==> config.mk <==
export PLATFORM = sky130hd
export DESIGN_NAME = seven_seg_scan_ctrl
export DESIGN_NICKNAME = d
export VERILOG_FILES = /design/src/rtl/seven_seg_pkg.sv /design/src/rtl/seven_seg_prescaler.sv /design/src/rtl/seven_seg_scan_ctrl.sv
export SDC_FILE = /design/constraint.sdc
export NUM_CORES = 1
export LEC_CHECK = 0
export ABC_AREA = 0
export CAP_MARGIN = 20
export CORE_MARGIN = 2
export CORE_UTILIZATION = 45
export CTS_CLUSTER_SIZE = 25
export DETAILED_ROUTE_END_ITERATION = 10
export MAX_ROUTING_LAYER = met4
export PLACE_DENSITY_LB_ADDON = 0.3
export SLEW_MARGIN = 10
export SYNTH_ARGS = -nofsm -noshare
export SYNTH_HDL_FRONTEND = slang
export SYNTH_HIERARCHICAL = 1
export SYNTH_SLANG_ARGS = --single-unit
==> constraint.sdc <==
create_clock -name clk -period 4.4 [get_ports clk]
set_input_delay 0.44 -clock clk [delete_from_list [all_inputs] [get_ports clk]]
set_output_delay 0.44 -clock clk [all_outputs]
set_load 0.1 [all_outputs]
==> src/rtl/seven_seg_pkg.sv <==
// Shared constants and the leading-zero blank mask for the seven-segment scan controller.
package seven_seg_pkg;

  localparam int SEG_W      = 7;
  localparam int NIB_W      = 4;
  localparam int MAX_DIGITS = 8;

  // Bit i is set when digit i is a leading zero. Digit 0 is never blanked.
  // Digits at or above 'digits' are ignored.
  function automatic logic [MAX_DIGITS-1:0] lz_blank_mask(
    input logic [NIB_W*MAX_DIGITS-1:0] val,
    input int                          digits
  );
    logic                  zero_above;
    logic [MAX_DIGITS-1:0] m;
    m          = '0;
    zero_above = 1'b1;
    for (int i = MAX_DIGITS-1; i >= 0; i--) begin
      if (i < digits) begin
        zero_above = zero_above & (val[NIB_W*i +: NIB_W] == '0);
        m[i]       = (i > 0) && zero_above;
      end
    end
    return m;
  endfunction

endpackage

==> src/rtl/seven_seg_prescaler.sv <==
// Slot-rate prescaler: wraps every CLK_DIV enabled cycles and flags the last one.
module seven_seg_prescaler #(
  parameter int CLK_DIV = 50000
) (
  input  logic clk,
  input  logic rst_n,
  input  logic en,
  output logic tick
);

  localparam int                CNT_W = (CLK_DIV > 1) ? $clog2(CLK_DIV) : 1;
  localparam logic [CNT_W-1:0] LAST  = CNT_W'(CLK_DIV - 1);

  logic [CNT_W-1:0] r_cnt;

  assign tick = en && (r_cnt == LAST);

  always_ff @(posedge clk or negedge rst_n) begin
    if (!rst_n)                   r_cnt <= '0;
    else if (!en || r_cnt == LAST) r_cnt <= '0;
    else                          r_cnt <= r_cnt + CNT_W'(1);
  end

endmodule

==> src/rtl/seven_seg_scan_ctrl.sv <==
// Multiplexed scan controller for a common-anode seven-segment display with a
// frame-synchronous shadow register so a new value never tears mid-frame.
module seven_seg_scan_ctrl
  import seven_seg_pkg::*;
#(
  parameter int DIGITS   = 8,
  parameter int CLK_DIV  = 50000,
  parameter int BLANK_LZ = 1
) (
  input  logic                    clk,
  input  logic                    rst_n,
  input  logic                    enable,
  input  logic [NIB_W*DIGITS-1:0] value_in,
  input  logic                    value_vld,
  output logic [NIB_W-1:0]        digit_bin,
  output logic [DIGITS-1:0]       anode_n,
  output logic                    frame_done
);

  localparam int IDX_W = (DIGITS > 1) ? $clog2(DIGITS) : 1;

  logic                          w_tick;
  logic                          w_boundary;
  logic                          w_blank;
  logic [DIGITS-1:0]             w_onehot;
  logic [DIGITS-1:0][NIB_W-1:0]  w_nibs;
  logic [NIB_W*MAX_DIGITS-1:0]   w_shadow_ext;
  logic [MAX_DIGITS-1:0]         w_mask;

  logic [IDX_W-1:0]              r_idx;
  logic [NIB_W*DIGITS-1:0]       r_shadow;
  logic [NIB_W*DIGITS-1:0]       r_pending;
  logic                          r_pend_flag;
  logic [NIB_W-1:0]              r_digit_bin;
  logic [DIGITS-1:0]             r_anode_n;
  logic                          r_frame_done;

  seven_seg_prescaler #(.CLK_DIV(CLK_DIV)) u_prescaler (
    .clk   (clk),
    .rst_n (rst_n),
    .en    (enable),
    .tick  (w_tick)
  );

  assign w_boundary = w_tick && (r_idx == IDX_W'(DIGITS - 1));

  always_ff @(posedge clk or negedge rst_n) begin
    if (!rst_n)       r_idx <= '0;
    else if (!enable) r_idx <= '0;
    else if (w_tick)  r_idx <= w_boundary ? '0 : r_idx + IDX_W'(1);
  end

  // Loads are staged in r_pending and only committed at a frame boundary;
  // while dark there is no frame to tear, so they commit immediately.
  always_ff @(posedge clk or negedge rst_n) begin
    if (!rst_n) begin
      r_shadow    <= '0;
      r_pending   <= '0;
      r_pend_flag <= 1'b0;
    end else begin
      if (value_vld) r_pending <= value_in;
      if (!enable) begin
        if (value_vld) begin
          r_shadow    <= value_in;
          r_pend_flag <= 1'b0;
        end
      end else if (w_boundary) begin
        if (value_vld)        r_shadow <= value_in;
        else if (r_pend_flag) r_shadow <= r_pending;
        r_pend_flag <= 1'b0;
      end else if (value_vld) begin
        r_pend_flag <= 1'b1;
      end
    end
  end

  always_comb begin
    w_onehot = '0;
    for (int i = 0; i < DIGITS; i++) w_onehot[i] = (r_idx == IDX_W'(i));
  end

  assign w_nibs       = r_shadow;
  assign w_shadow_ext = (NIB_W*MAX_DIGITS)'(r_shadow);
  assign w_mask       = lz_blank_mask(w_shadow_ext, DIGITS);
  assign w_blank      = (BLANK_LZ != 0) && (|(w_mask & MAX_DIGITS'(w_onehot)));

  // Blank slots keep their full duration; only the anode stays off.
  always_ff @(posedge clk or negedge rst_n) begin
    if (!rst_n) begin
      r_digit_bin  <= '0;
      r_anode_n    <= '1;
      r_frame_done <= 1'b0;
    end else begin
      r_frame_done <= w_boundary;
      if (!enable || w_blank) begin
        r_digit_bin <= '0;
        r_anode_n   <= '1;
      end else begin
        r_digit_bin <= w_nibs[r_idx];
        r_anode_n   <= ~w_onehot;
      end
    end
  end

  assign digit_bin  = r_digit_bin;
  assign anode_n    = r_anode_n;
  assign frame_done = r_frame_done;

endmodule
# Word level (Yosys, flattened, before mapping)
# Index checks and enable logic that the tools add are counted.
[totals] regBits=97 in_bits=36 output_inout_bits=13
[op_classes] addsub=2 magnitude_cmp=1 eq_ne=11 muxes=17 bitwise=8 n_reduce_logical=18
[ops] op="$mux 32" count=5
[ops] op="$logic_not 4->1" count=7
[ops] op="$add 16x1->16 const B" count=1
[ops] op="$eq 16x16->1 const B" count=1
[ops] op="$mux 16" count=1
[ops] op="$bmux 4 s3" count=1
[ops] op="$eq 3x3->1 const B" count=4
[ops] op="$mux 3" count=3
[ops] op="$and 8x8->8" count=1
[ops] op="$mux 4" count=2
[ops] op="$mux 8" count=1
[ops] op="$not 8->8" count=1
[ops] op="$reduce_or 8->1" count=1
[ops] op="$and 1x1->1" count=6
[ops] op="$eq 3x2->1 const B" count=2
[ops] op="$lt 3x4->1 const B" count=1
[ops] op="$mux 1" count=4
[ops] op="$ne 2x1->1 const B" count=2
[ops] op="$reduce_bool 2->1" count=2
[ops] op="$add 3x1->3 const B" count=1
[ops] op="$eq 3x1->1 const B" count=1
[ops] op="$logic_not 3->1" count=1
[ops] op="$ne 3x2->1 const B" count=1
[ops] op="$reduce_and 3->1" count=1
[ops] op="other kinds (4)" count=6

# Logic depth before layout (Yosys ltp)
# Gate-level depths: netlist of run 1.
[depth] word_depth=11 ltp_mapped=9 ltp_nobuf=8

# Cells and area by module
# Netlist of run 1, hierarchy kept.
[by_module_without_submodules] module="seven_seg_scan_ctrl" instances=1 cells_per_inst=295 area_per_inst_um2=3764.9 seq_area_each_um2=2037.0
[by_module_without_submodules] module="seven_seg_prescaler" instances=1 cells_per_inst=82 area_per_inst_um2=812.0 seq_area_each_um2=400.4

# Least setup slack after synthesis of run 1
# OpenSTA, ideal clock, no wires.
[synth_timing] path_kind="reg2reg" startpoint="register u_prescaler.r_cnt[7]" endpoint="register r_shadow[0]" t_arrival_ps=2357 required_time_ps=4265 slack_ps=1908 stages_incl_launch_ff=9 path_buffers=1 path_cell_list="dfrtp_1 or4b_1 or4_4 nor2_1 and2_1 o21ai_2 clkbuf_1 nand2_1 o21ai_0"
[synth_between] elab_chain_cells=5 elab_cells_between_ends=6
[synth_lines] element="from (decl)" line_no="seven_seg_prescaler.sv:14" rtl="logic [CNT_W-1:0] r_cnt;"
[synth_lines] element="from (signal assigned)" line_no="seven_seg_prescaler.sv:21" rtl="else r_cnt <= r_cnt + CNT_W'(1);"
[synth_lines] element="$eq 16x16->1 (*)" line_no="seven_seg_prescaler.sv:16" rtl="assign tick = en && (r_cnt == LAST);"
[synth_lines] element="$logic_and 1x1->1 (*)" line_no="seven_seg_prescaler.sv:16"
[synth_lines] element="net w_tick" line_no="seven_seg_scan_ctrl.sv:22" rtl="logic w_tick;"
[synth_lines] element="$logic_and 1x1->1 (*)" line_no="seven_seg_scan_ctrl.sv:45" rtl="assign w_boundary = w_tick && (r_idx == IDX_W'(DIGITS - 1));"
[synth_lines] element="net w_boundary" line_no="seven_seg_scan_ctrl.sv:23" rtl="logic w_boundary;"
[synth_lines] element="$ne 3x2->1 (no line) / $ne 2x1->1 (equally long branches)"
[synth_lines] element="$reduce_and 3->1 (no line) (*)"
[synth_lines] element="to (signal assigned)" line_no="seven_seg_scan_ctrl.sv:64" rtl="r_shadow <= value_in;"
[synth_lines] element="to (signal assigned)" line_no="seven_seg_scan_ctrl.sv:68" rtl="if (value_vld) r_shadow <= value_in;"
[synth_lines] element="to (signal assigned)" line_no="seven_seg_scan_ctrl.sv:69" rtl="else if (r_pend_flag) r_shadow <= r_pending;"
[synth_lines] element="to (decl)" line_no="seven_seg_scan_ctrl.sv:31" rtl="logic [NIB_W*DIGITS-1:0] r_shadow;"
# The timed path passes the listed nets; every way through them passes the cells marked *.
# A chain may end at the register's enable or synchronous reset.

# Final worst setup path of run 1
[layout_timing] startpoint="register u_prescaler.r_cnt[7]" endpoint="register r_shadow[7]"
# Same word-level chain as after synthesis.

==> flow_metrics.py, run 1 <==
metrics = {
    "synthesis": {
        "yosys.area.top_type": "dfrtp_1",
        "avgSynthCellArea_sq_um": 12.1,
        "netlist_instances": 377,
        "yosys_warnings": 6,
        "ys_seq_area_frac": 0.533,
        "synthTopCellsByArea": "dfrtp_1 49%, mux2i_1 8.5%, mux2_2 8.1%, dfstp_2 4.6%, o21ai_0 3.6%",
        "synth_most_common_cell": "dfrtp_1",
        "synth_top_area_frac": 0.487,
        "synth_fp_nets": 420,
        "netlist_top_cells_count": "89 x dfrtp_1, 39 x mux2i_1, 37 x nand2_1",
        "synth_edf_count": 0,
        "synth_flop_cell": "dfrtp_1",
        "synth_seq_cells": 97,
        "synth_area_sq_um": 4580,
        "synth_async_sr_flop_share": 1.00,
        "yosys.cell_types.count": 44,
    },
    "clock_network": {
        "cts.sinks": 97,
        "clk_latency_ps": 360,
        "clockBufferDepth": 2,
        "cts_tree": "yes",
        "cts_setup_buffers": 0,
        "hold_buffers": 0,
        "htree_levels": 3,
        "postCtsResizedCells": 0,
        "cts.reportedPaths.clkPinSlew_ps": 90,
        "cts_inserted_buffers": 9,
        "cts-root-buf": "clkbuf_8",
    },
    "routing": {
        "routed_wl_mm": 8.74,
        "ant_nets": 0,
        "dr.pass1.iters": 4,
        "wl_per_cell_um": 15.6,
        "drt-initial-drc-count": 139,
        "vias_per_cell": 5.26,
        "vias": 2946,
        "drc_errors": 0,
    },
    "place": {
        "dp_hpwl_mm": 6.13,
        "place_area_sq_um": 5140,
        "gp_congestion": 0.931,
        "placed_cells": 543,
        "dp_slack_ps": 1460,
        "numPortBuffers": 48,
    },
    "grt": {
        "grt_pass1_wl_mm": 15.1,
        "grt.total_usage": 0.178,
        "antenna_found_initial": 0,
        "grt_start_max_net_pins": 65,
        "grt_pass1_vias": 3013,
        "grt_overflow": 0,
    },
    "floorplanning": {
        "num_rows": 36,
        "die_area_sq_um": 11000,
        "dieHeight_um": 105,
        "die_x_um": 105,
        "start_util": 0.466,
        "core_sq_um": 9820,
        "ioPinCount": 49,
    },
    "timing": {
        "fmax_mhz": 342,
        "min_period_ps": 2920,
        "report.final.slew_viol_count": 0,
        "setup_violations": 0,
        "slew_headroom": 0.343,
        "rsz0062_at_grt": "no",
        "setup_tns_ps": 0,
        "setup_ws_ps": 1480,
        "fin_worst_skew_ps": 11.4,
        "max_slew.worst_pin.slew_ps": 982,
        "finalCritPeriodShare": 0.665,
        "hold_viol": 0,
    },
    "worst_setup_path": {
        "critPathCaptureType": "register",
        "crit_required_ps": 4670,
        "worst-setup-path-type": "reg2reg",
        "worstSetupStartpointType": "register",
        "r2r_start": "u_prescaler/r_cnt[7]",
        "startpoint": "u_prescaler/r_cnt[7]",
        "worstPathArrival_ps": 3190,
        "crit_fanout": 44,
    },
    "finish": {
        "stdcell_count": 560,
        "nets": 465,
        "fin_area_sq_um": 5390,
        "antenna_cells": 0,
        "areaGrowthSynthToFinish_pct": 17.8,
        "final_layout_size_suffix_gt1_frac": 0.190,
    },
    "run_status": {
        "status": "finished clean",
    },
    "pwr": {
        "p_leak_nw": 2.27,
        "finalPower_mw": 1.99,
        "vdd_drop_max_uv": 220,
        "p_per_area_nw_per_um2": 369,
    },
    "job": {
        "drv_cap": 0,
    },
    "worst_hold_path": {
        "hp-class": "in2async",
    },
}
## critical path: stages, from the launching register on
cell	delay, ps
dfrtp_1	450
or4b_1	550
or4_4	560
nor2_1	370
and2_1	280
o21ai_4	170
buf_16	220
o21ai_0	210
## cells by family (layout without fill, tap and decap cells)
| group | count (synthesis) | after routing | synth area share |
|---|---|---|---|
| buffers and inverters | 26 | 76 | 0.0290 |
| muxes | 80 | 80 | 0.207 |
| adders and majority gates | 7 | 7 | 0.0191 |
| DFF | 97 | 97 | 0.533 |
| xor gates and xnor gates | 15 | 15 | 0.0287 |
| and+or+nand+nor | 108 | 108 | 0.128 |
| AOI/OAI and AO/OA | 44 | 44 | 0.0563 |
## registers in the layout, indices dropped and copies added (netlist names)
signal and flops:
r_pending 32, u_prescaler/r_cnt 16, r_shadow 32, digit_bin 4, r_pend_flag 1, r_idx 3, frame_done 1, anode_n 8
## layout by cell type, fill, tap and decap left out, types with 8 or more instances in the layout
| master | count |
|---|---|
| dfrtp_1 | 89 |
| mux2i_1 | 39 |
| dfstp_2 | 8 |
| nor2_1 | 25 |
| xnor2_1 | 14 |
| nor4_1 | 8 |
| nand2_1 | 37 |
| clkdlybuf4s50_1 | 46 |
| nand4_1 | 9 |
| o21ai_0 | 33 |
| clkbuf_8 | 10 |
| mux2_2 | 33 |
## final timing paths
check / end / slack (ps) / depth (start not counted)
max reg2reg: r_shadow[7] / 1480 / 7
max in group asynchronous: r_pending[1] / 3280 / 2
min in group clk: u_prescaler/r_cnt[2] / 340 / 3
min reg2reg: r_shadow[0] / 490 / 2
max: r_shadow[7] / 1480 / 7
min: r_pending[22] / 140 / 1
## metrics by stage
step	util	hold WS (ps)
floorplan	-	144
global placement	0.524	469
detailed placement	0.524	475
CTS	0.546	171
global route	0.549	194
finish	0.549	138
## per-layer routing
layer,part of all wire,GRT usage
met1,0.48,0.236
met2,0.47,0.273
met3,0.035,0.0493
met4,0.010,0.0486
met5,0,-
## layout make-up
type / instances / area (sq um)
inverter: 8 / 30.0
sequential: 97 / 2440
multi-input combinational: 254 / 2010
tap: 133 / 166
clock inverter: 5 / 78.8
fill: 874 / 4430
timing repair buffer: 52 / 523
clock buffer: 11 / 141
## where the power goes
group          total, mW  internal [mW]  switching, mW  leakage, nW
Clock              0.634          0.335          0.298        0.113
Sequential          1.04          0.979         0.0653         1.19
Combinational      0.314          0.138          0.175        0.967
Total               1.99           1.45          0.539         2.27
Power figures use the tool's default switching activity.
==> run 2: changes to the inputs <==
- clock period: 4.4 -> 2.9 ns (I/O delays scaled with it)
==> flow_metrics.py, run 2 (same netlist as run 1, synthesis figures left out) <==
metrics = {
    "run_status": {
        "status": "finished clean",
    },
    "clock_network": {
        "cts-root-buf": "clkbuf_8",
        "clockBufferDepth": 2,
        "cts_tree": "yes",
        "htree_levels": 3,
        "cts.reportedPaths.clkPinSlew_ps": 90,
        "cts_inserted_buffers": 9,
        "cts.sinks": 97,
        "clk_latency_ps": 370,
    },
    "grt": {
        "use_met3": 0.0381,
        "grt_pass1_vias": 3153,
        "grt.total_usage": 0.182,
        "antenna_found_initial": 0,
        "met2_usage": 0.285,
        "grt_overflow": 0,
        "top_usage_layer": "met2",
        "grt_use_met1": 0.231,
        "grt_pass1_wl_mm": 15.2,
        "grt_start_max_net_pins": 55,
    },
    "floorplanning": {
        "num_rows": 36,
        "die_x_um": 105,
        "dieHeight_um": 105,
        "core_sq_um": 9820,
        "ioPinCount": 49,
        "start_util": 0.466,
        "die_area_sq_um": 11000,
    },
    "pwr": {
        "p_per_area_nw_per_um2": 550,
        "vdd_drop_max_uv": 294,
        "p_leak_nw": 2.33,
    },
    "worst_setup_path": {
        "worstPathArrival_ps": 2860,
        "worstSetupStartpointType": "register",
        "crit_required_ps": 3180,
        "critPathCaptureType": "register",
        "worst-setup-path-type": "reg2reg",
        "crit_fanout": 32,
    },
    "timing": {
        "finalCritPeriodShare": 0.891,
        "fin_worst_skew_ps": 20.9,
        "hold_viol": 0,
        "max_slew.worst_pin.slew_ps": 691,
        "setup_tns_ps": 0,
        "min_period_ps": 2580,
        "report.final.slew_viol_count": 0,
        "setup_violations": 0,
        "rsz0062_at_grt": "no",
        "fmax_mhz": 387,
        "slew_headroom": 0.539,
    },
    "worst_hold_path": {
        "hp-class": "in2reg",
    },
    "routing": {
        "routed_wl_mm": 8.88,
        "vias": 3007,
        "drt-initial-drc-count": 140,
        "drc_errors": 0,
        "wl_per_cell_um": 15.6,
        "dr.pass1.iters": 4,
        "ant_nets": 0,
        "vias_per_cell": 5.28,
    },
    "finish": {
        "reg.largest.list": "r_pending: 32 flops, r_shadow: 32 flops, u_prescaler/r_cnt: 16 flops",
        "seq_area_sq_um": 2440,
        "final_cell_mix": "89 x dfrtp_1, 39 x mux2i_1, 37 x nand2_1",
        "multi_input_area_sq_um": 2010,
        "antenna_cells": 0,
        "fin_area_sq_um": 5430,
        "mostFrequentLayoutCell": "dfrtp_1",
        "fillCellCount": 886,
        "nets": 475,
        "final_layout_size_suffix_gt1_frac": 0.238,
        "areaGrowthSynthToFinish_pct": 18.7,
    },
    "place": {
        "numPortBuffers": 48,
        "dp_hpwl_mm": 6.62,
        "gp_congestion": 0.921,
        "place_area_sq_um": 5210,
    },
    "job": {
        "drv_cap": 0,
    },
}
## run 2: final cells by class
class                   count  share of cell area
flip-flops and latches     97               0.449
inverters                   8             0.00553
repair buffers             62               0.106
clock inverters             6              0.0134
multi-input cells         254               0.371
well taps                 133              0.0306
clock buffers              10              0.0253
## run 2: final timing paths
check                                     start            end  slack, ps  depth (start not counted)
max reg2reg                u_prescaler/r_cnt[7]    r_shadow[6]        320                          7
min in group asynchronous                 rst_n  r_pending[23]        500                          2
max in group asynchronous                 rst_n     anode_n[1]       1630                          3
max                        u_prescaler/r_cnt[7]    r_shadow[6]        320                          7
min reg2reg                         r_shadow[0]    r_shadow[0]        490                          2
min                                      enable     anode_n[7]        460                          2
## run 2: where the power goes
part           internal [mW]  total, mW  switching [mW]  leakage [nW]
registers               1.49       1.59           0.101          1.19
logic                  0.213      0.480           0.268          1.02
clock network          0.435      0.920           0.485         0.109
total                   2.13       2.99           0.854          2.33
## run 2: per-stage QoR
stage	total power [mW]	hold WS (ps)	util	cells	worst slack, ps
floorplan	1.90	-5.59	-	377	408
global placement	2.08	378	0.531	553	378
detailed placement	2.10	378	0.531	553	334
CTS	3.03	444	0.553	570	304
global route	3.13	473	0.553	570	92.4
finish	2.99	456	0.553	570	316
## run 2: layer usage
metal / wire, um / vias up
met5: 0 / -
met4: 190 / 0
met3: 270 / 14
met2: 4290 / 60
met1: 4130 / 1476
li1: - / 1457
## run 2: critical path: stages, from the launching register on
cell,delay [ps]
dfrtp_1,450
or4b_1,530
or4_4,550
nor2_1,140
and2_1,230
o21ai_4,180
buf_12,220
o21ai_0,200
## run 2: what timing repair did
| action | in CTS | in global routing |
|---|---|---|
| setup endpoints to repair | 0 | 0 |
| hold endpoints to repair | 50 | 0 |
| resized for setup | 0 | 0 |
| hold buffers | 1 | 0 |
| setup buffers | 0 | 0 |
==> run 3: changes to the inputs <==
- GPL_ROUTABILITY_DRIVEN: unset -> 0
==> results of run 3 <==
Same layout as run 2: the final DEF is identical, and so are final timing and power.
